===== src/rtl/pipeline_hazard_ctrl.sv =====
// Hazard/redirect controller for the 5-stage 8-bit pipeline: ALU forwarding, load-use stalls, MEM-resolved redirects.
// Optional performance counters (stall_cnt/flush_cnt) are built when HAZARD_PERF_CNT_EN is defined.
module pipeline_hazard_ctrl #(
  parameter int STALL_CYCLES = 1,
  parameter int REG_AW       = 5
) (
  input  logic              clk,
  input  logic              reset,
  input  logic              enable,
  input  logic [REG_AW-1:0] id_rs,
  input  logic [REG_AW-1:0] id_rt,
  input  logic              id_uses_rs,
  input  logic              id_uses_rt,
  input  logic [REG_AW-1:0] ex_rs,
  input  logic [REG_AW-1:0] ex_rt,
  input  logic [REG_AW-1:0] ex_wr_addr,
  input  logic              ex_regwrite,
  input  logic              ex_memread,
  input  logic [REG_AW-1:0] mem_wr_addr,
  input  logic              mem_regwrite,
  input  logic              mem_branch,
  input  logic              mem_branchflip,
  input  logic              mem_zr,
  input  logic              mem_jump,
  input  logic [REG_AW-1:0] wb_wr_addr,
  input  logic              wb_regwrite,
  output logic              pc_write,
  output logic [1:0]        pc_sel,
  output logic              ifid_write,
  output logic              ifid_flush,
  output logic              idex_flush,
  output logic              exmem_flush,
  output logic [1:0]        fwd_a,
  output logic [1:0]        fwd_b,
`ifdef HAZARD_PERF_CNT_EN
  output logic [15:0]       stall_cnt,
  output logic [15:0]       flush_cnt,
`endif
  output logic              stalled
);

  typedef enum logic {RUN, STALL} state_t;

  localparam logic [3:0] STALL_INIT  = 4'(STALL_CYCLES - 1);
  localparam bit         MULTI_STALL = (STALL_CYCLES > 1);

  state_t      state_reg;
  logic [3:0]  cnt_reg;

  logic              taken;
  logic              redirect;
  logic              lh;
  logic [REG_AW-1:0] ex_src [2];
  logic [1:0]        mem_hit;
  logic [1:0]        wb_hit;

  // ex_regwrite is not needed: a load always writes, so ex_memread alone identifies the hazard
  logic unused_ex_regwrite;
  assign unused_ex_regwrite = ex_regwrite;

  assign taken    = mem_branch & (mem_zr ^ mem_branchflip);
  assign redirect = taken | mem_jump;
  assign lh = ex_memread && (ex_wr_addr != '0) &&
              ((id_uses_rs && (id_rs == ex_wr_addr)) || (id_uses_rt && (id_rt == ex_wr_addr)));

  assign ex_src[0] = ex_rs;
  assign ex_src[1] = ex_rt;

  // Register 0 is hard-wired zero, so a write to it must never be forwarded
  for (genvar gi = 0; gi < 2; gi++) begin : g_fwd
    assign mem_hit[gi] = mem_regwrite && (mem_wr_addr != '0) && (mem_wr_addr == ex_src[gi]);
    assign wb_hit[gi]  = wb_regwrite  && (wb_wr_addr  != '0) && (wb_wr_addr  == ex_src[gi]);
  end

  assign fwd_a = reset ? 2'b00 : mem_hit[0] ? 2'b10 : wb_hit[0] ? 2'b01 : 2'b00;
  assign fwd_b = reset ? 2'b00 : mem_hit[1] ? 2'b10 : wb_hit[1] ? 2'b01 : 2'b00;

  assign stalled = !reset && (state_reg == STALL);

  always_comb begin
    pc_write    = 1'b0;
    pc_sel      = 2'b00;
    ifid_write  = 1'b0;
    ifid_flush  = 1'b0;
    idex_flush  = 1'b0;
    exmem_flush = 1'b0;
    if (reset) begin
      ifid_flush  = 1'b1;
      idex_flush  = 1'b1;
      exmem_flush = 1'b1;
    end else if (enable) begin
      if (redirect) begin
        // A redirect overrides both a fresh load-use hazard and an ongoing stall
        pc_write    = 1'b1;
        ifid_write  = 1'b1;
        pc_sel      = mem_jump ? 2'b10 : 2'b01;
        ifid_flush  = 1'b1;
        idex_flush  = 1'b1;
        exmem_flush = 1'b1;
      end else if ((state_reg == STALL) || lh) begin
        idex_flush = 1'b1;
      end else begin
        pc_write   = 1'b1;
        ifid_write = 1'b1;
      end
    end
  end

  always_ff @(posedge clk) begin
    if (reset) begin
      state_reg <= RUN;
      cnt_reg   <= 4'd0;
    end else if (enable) begin
      case (state_reg)
        RUN: begin
          if (!redirect && lh) begin
            cnt_reg <= STALL_INIT;
            if (MULTI_STALL) state_reg <= STALL;
          end
        end
        STALL: begin
          if (redirect) begin
            state_reg <= RUN;
            cnt_reg   <= 4'd0;
          end else begin
            cnt_reg <= cnt_reg - 4'd1;
            if (cnt_reg == 4'd1) state_reg <= RUN;
          end
        end
        default: begin
          state_reg <= RUN;
          cnt_reg   <= 4'd0;
        end
      endcase
    end
  end

`ifdef HAZARD_PERF_CNT_EN
  logic [15:0] stall_cnt_reg;
  logic [15:0] flush_cnt_reg;
  logic        bubble;

  assign bubble = !reset && enable && !redirect && ((state_reg == STALL) || lh);

  always_ff @(posedge clk) begin
    if (reset) begin
      stall_cnt_reg <= 16'd0;
      flush_cnt_reg <= 16'd0;
    end else begin
      if (bubble && (stall_cnt_reg != 16'hFFFF)) stall_cnt_reg <= stall_cnt_reg + 16'd1;
      if (enable && redirect && (flush_cnt_reg != 16'hFFFF)) flush_cnt_reg <= flush_cnt_reg + 16'd1;
    end
  end

  assign stall_cnt = stall_cnt_reg;
  assign flush_cnt = flush_cnt_reg;
`endif

endmodule


===== config.mk =====
export PLATFORM = sky130hd
export DESIGN_NAME = pipeline_hazard_ctrl
export DESIGN_NICKNAME = d
export VERILOG_FILES = /design/src/rtl/pipeline_hazard_ctrl.sv
export SDC_FILE = /design/constraint.sdc
export NUM_CORES = 1
export LEC_CHECK = 0
export ABC_CLOCK_PERIOD_IN_PS = 1400
export BUFFER_PORTS_ARGS = -buffer_cell sky130_fd_sc_hd__buf_2
export CAP_MARGIN = 20
export CORE_AREA = 2 2 45 55
export DETAILED_ROUTE_END_ITERATION = 7
export DIE_AREA = 0 0 47 57
export PLACE_DENSITY = 0.76
export SLEW_MARGIN = 20
export SYNTH_ARGS = -nofsm -noshare
export SYNTH_HDL_FRONTEND = slang
export SYNTH_SLANG_ARGS = --single-unit

===== constraint.sdc =====
create_clock -name clk -period 1.4 [get_ports clk]
set_input_delay 0.07 -clock clk [delete_from_list [all_inputs] [get_ports clk]]
set_output_delay 0.07 -clock clk [all_outputs]
set_load 0.02 [all_outputs]

; ---- After elaboration in Yosys (flattened, before gate mapping)
; Index checks and enable logic that the tools add are counted.
; Widths: inputs -> output; s select.
[classes]
addsub = 1
n_eq_ne = 8
n_mux = 27
bitwise = 4
n_reduce_logical = 20
[ops]
columns = operator, count
row1 = $eq 5x5->1, 6
row2 = $mux 1, 16
row3 = $mux 2, 8
row4 = $reduce_bool 5->1, 3
row5 = $logic_and 1x1->1, 12
row6 = $mux 4, 2
row7 = $pmux 4 s2, 1
row8 = $eq 4x1->1 const B, 1
row9 = $sub 4x1->4 const B, 1
row10 = $logic_not 1->1, 2
row11 = $logic_or 1x1->1, 2
row12 = $ne 2x2->1 const B, 1
row13 = $reduce_and 2->1, 1
row14 = $and 1x1->1, 1
row15 = $not 1->1, 1
row16 = $or 1x1->1, 1
row17 = $xor 1x1->1, 1
[totals]
ff_bits = 5
inputBits = 48

; ---- Longest topological paths before layout
[depth]
ltp_word = 9
depth_mapped = 6
depth_no_buf = 6

; ---- Worst setup path before layout
; OpenSTA, ideal clock, no wires.
[synth_timing]
path_type = in2out
from = in ex_wr_addr[1]
to = out pc_write
arrival_ps = 1585
setup_slack_ps = -255
path_stages = 5
n_path_buf = 1
cell_sequence = or4_1 -> o21a_1 -> and3_4 -> a211oi_2 -> buf_4
[synth_between]
elab_chain_len = 9
word_cells_on_any_way = 13
classes_between = eq/ne (2) / mux (4) / reduce/logical (7)
[synth_lines]
columns = element, line_no
row1 = "start, declared", 16  ; input logic [REG_AW-1:0] ex_wr_addr,
row2 = $eq 5x5->1, 64  ; ((id_uses_rs && (id_rs == ex_wr_addr)) || (id_uses_rt && (id_rt == ex_wr_addr)));
row3 = $logic_and 1x1->1, 64
row4 = $logic_or 1x1->1, 64
row5 = $logic_and 1x1->1 (*), 63  ; assign lh = ex_memread && (ex_wr_addr != '0) &&
row6 = $logic_or 1x1->1 (*), 100  ; end else if ((state_reg == STALL) || lh) begin
row7 = $mux 1 (*) (4 in a row), n/a
row8 = "end, declared", 27  ; output logic pc_write,
; Every way passes the cells marked *; elsewhere a longest branch is shown, timed or not.

; ---- Final worst setup path
[layout_timing]
from = in ex_wr_addr[1]
to = out ifid_write
[layout_between]
elab_chain_len = 9
word_cells_on_any_way = 13
classes_between = eq/ne (2) / mux (4) / reduce/logical (7)
[layout_lines]
columns = element, line_no
row1 = $eq 5x5->1, 64
row2 = $logic_and 1x1->1, 64
row3 = $logic_or 1x1->1, 64
row4 = $logic_and 1x1->1 (*), 63
row5 = $logic_or 1x1->1 (*), 100
row6 = $mux 1 (*), 100
row7 = $mux 1 (*), 92  ; if (redirect) begin
row8 = $mux 1 (*), 91  ; end else if (enable) begin
row9 = $mux 1 (*), 87  ; if (reset) begin
row10 = "end, declared", 29  ; output logic ifid_write,
; Marked as above.

==> results.sh <==
export IMPL_dr_pass1_iters=4
export IMPL_largest_reg_flops=4
export IMPL_ios=60
export IMPL_crit_slowest_cell="or4_4"
export IMPL_fp_row_count=19
export IMPL_start_util_pct=37.19
export IMPL_fin_crit_sh_pct=107.4
export IMPL_syn_inst=109
export IMPL_synth_main_ff_cell="dfxtp_1"
export IMPL_hold_start="reset"
export IMPL_wirelength_um=2590
export IMPL_grt_use_total_pct=20.51
export IMPL_rsz0062_at_grt="yes"
export IMPL_place_inst=209
export IMPL_clock_root_buffer="clkbuf_4"
export IMPL_area_delta_synth_final_pct=74.46
export IMPL_synth_area_per_cell_um2=7.461
export IMPL_final_common_cell="buf_2"
export IMPL_crit_required_ps=1330
export IMPL_min_period_ps=1503
export IMPL_worst_pin_slew_ps=406.3
export IMPL_worstPathCellList="buf_6, or4_4, o21a_1, and3_4, a211oi_4, buf_6"
export IMPL_max_cap_violations=0
export IMPL_async_reset_ff_share_pct=0
export IMPL_worstSetupPathDepth=6
export IMPL_synth_edff_count=0
export IMPL_num_nets_final=237
export IMPL_synth_nets=159
export IMPL_cts_buffer_depth=2
export IMPL_hold_violations=0
export IMPL_die_w_um=47
export IMPL_insertion_delay_ps=240
export IMPL_setup_viol=5
export IMPL_crit_buf_inv=2
export IMPL_design_die_area_um2=2679
export IMPL_post_dp_cell_area_um2=1240
export IMPL_grt_pass1_wl_um=3953
export IMPL_p_leak_uw=0.0006402
export IMPL_fin_ws_ps=-103.4
export IMPL_slowest_delay_ps=520
export IMPL_path_clk_slew_ps=40
export IMPL_cts_made_buffers=3
export IMPL_crit_path_start="ex_wr_addr[1]"
export IMPL_ys_seq_elements=5
export IMPL_drc_errors=0
export IMPL_critPathTopFamily="simple AND/OR/NAND/NOR gates"
export IMPL_endpoint_kind="primary output"
export IMPL_grt_pass1_vias=1038
export IMPL_status="finished with violations"
export IMPL_reg2reg_from="cnt_reg[0]$_SDFFE_PP0P_"
export IMPL_grt_ovfl_total=0
export IMPL_die_h_um=57
export IMPL_max_slew_margin_pct=72.91
export IMPL_vias_per_cell=4.880
export IMPL_htree_num_levels=1
export IMPL_cp_start_kind="input port"
export IMPL_slew_viol_final=0
export IMPL_cts_num_sinks=5
export IMPL_instances_no_fill=217
export IMPL_drt_iter0_markers=13
export IMPL_antenna_found_initial=0
export IMPL_ys_seq_area_share_pct=12.31
export IMPL_finalInstanceArea_um2=1419
export IMPL_utilization_pct=64.87
export IMPL_vdd_drop_max_mv=0.3344
export IMPL_violations="negative setup slack"
export IMPL_cp_common_cell="buf_6"
export IMPL_num_antenna_cells=0
export IMPL_multiInputGateArea_um2=714.4
export IMPL_worstRegToRegCells=5
export IMPL_ys_types=29
export IMPL_hpwl_um=2045
export IMPL_hp_class="in2reg"
export IMPL_syn_area_um2=813.3
export IMPL_wire_per_inst_um=11.94
export IMPL_final_cell_mix="44 x buf_2, 20 x xnor2_1, 20 x buf_4"
export IMPL_cts_tree="yes"
export IMPL_postCtsHoldBufs=0
export IMPL_finalHoldWorstSlack_ps=158.1
export IMPL_critPathKind="in2out"
export IMPL_clock_skew_ps=2.817
export IMPL_n_fill_cell=192
export IMPL_hold_path_depth=3
export IMPL_drive_above_1_share_pct=50.54
export IMPL_crit_arrival_ps=1430
export IMPL_portBuffers=58
export IMPL_yosysWarnings=0
export IMPL_core_um2=2187
export IMPL_ant_nets=0
export IMPL_fmax_mhz=665.1
export IMPL_path_max_fanout=2
export IMPL_vias=1059
export IMPL_grt_max_degree=11
export IMPL_ff_latch_area_um2=100.1
export IMPL_place_gp_congestion=0.8327
export IMPL_pwr_density_cell_nw_per_um2=459.3
-- where the power goes --
part | leakage [uW] | internal (uW) | switching, uW | total [uW]
sequential | 0.0000402 | 143 | 0 | 143
combinational | 0.000585 | 185 | 155 | 340
clock | 0.0000150 | 108 | 60.7 | 169
total | 0.000640 | 436 | 215 | 652
-- synthesized netlist by cell type (all sizes together) (2+ instances only) --
master / instances / area share (%)
dfxtp: 5 / 12
o21ai: 4 / 2.9
ha: 2 / 3.1
clkbuf: 2 / 0.92
nor2b: 2 / 1.5
o22ai: 4 / 3.1
xnor2: 20 / 22
nor4: 6 / 6.2
buf: 2 / 1.8
nand4: 2 / 1.5
nor3: 5 / 3.1
or4: 5 / 4.6
xor2: 11 / 12
inv: 6 / 2.8
nand3: 2 / 1.2
a21oi: 8 / 4.9
nor2: 3 / 1.4
nand2: 11 / 5.1
a211oi: 2 / 3.1
-- stage by stage --
step	total power [uW]	TNS, ps	setup WS (ps)
3_5_place_dp	437.0	-641.9	-115.9
3_3_place_gp	430.0	-502.8	-99.44
6_report	651.6	-270.6	-103.4
2_1_floorplan	291.7	-95.13	-95.13
5_1_grt	691.5	-510.4	-140.9
4_1_cts	624.1	-290.7	-101.3
-- worst reg2reg max path, delay by kind of cell, from the launching register on --
family,cells,cell delay [ps]
AO/OA/AOI/OAI,2,250
adder cells (fa/ha/maj),1,300
buffers and inverters,1,70
flip-flops,1,400
AND/OR/NAND/NOR,1,180
-- what timing repair did --
item / CTS / global route
setup buffers: 1 / 3
gates resized for setup: 10 / 18
pin swaps: 3 / 5
endpoints found under the hold margin: 0 / 0
endpoints found under the setup margin: 4 / 6
-- final timing paths --
path                                                end  slack [ps]
worst max register to register  cnt_reg[1]$_SDFFE_PP0P_         130
worst min-delay path            cnt_reg[1]$_SDFFE_PP0P_         160
worst min register to register  cnt_reg[3]$_SDFFE_PP0P_         510
worst max-delay path                         ifid_write        -100
-- routing by layer --
metal	vias up	GRT usage [%]	routed length (um)
met1	457	18.29	849
met4	0	9.524	19
met5	-	0	0
li1	544	-	-
met3	2	2.848	207
met2	56	40.90	1514
-- logic make-up after synthesis --
family / after synthesis / share of synthesized area (%)
buffers and inverters: 10 / 5.538
flip-flops: 5 / 12.31
XOR/XNOR: 31 / 33.38
AO/OA/AOI/OAI: 22 / 18.15
AND/OR/NAND/NOR: 39 / 27.54
adder cells (fa/ha/maj): 2 / 3.076
-- layout make-up --
cell class	count	area share (%)
Sequential cell	5	7.055
Inverter	6	1.587
Clock buffer	4	1.852
Timing Repair Buffer	77	36.42
Tap cell	31	2.734
Multi-Input combinational cell	94	50.35
Power figures use the tool's default switching activity.
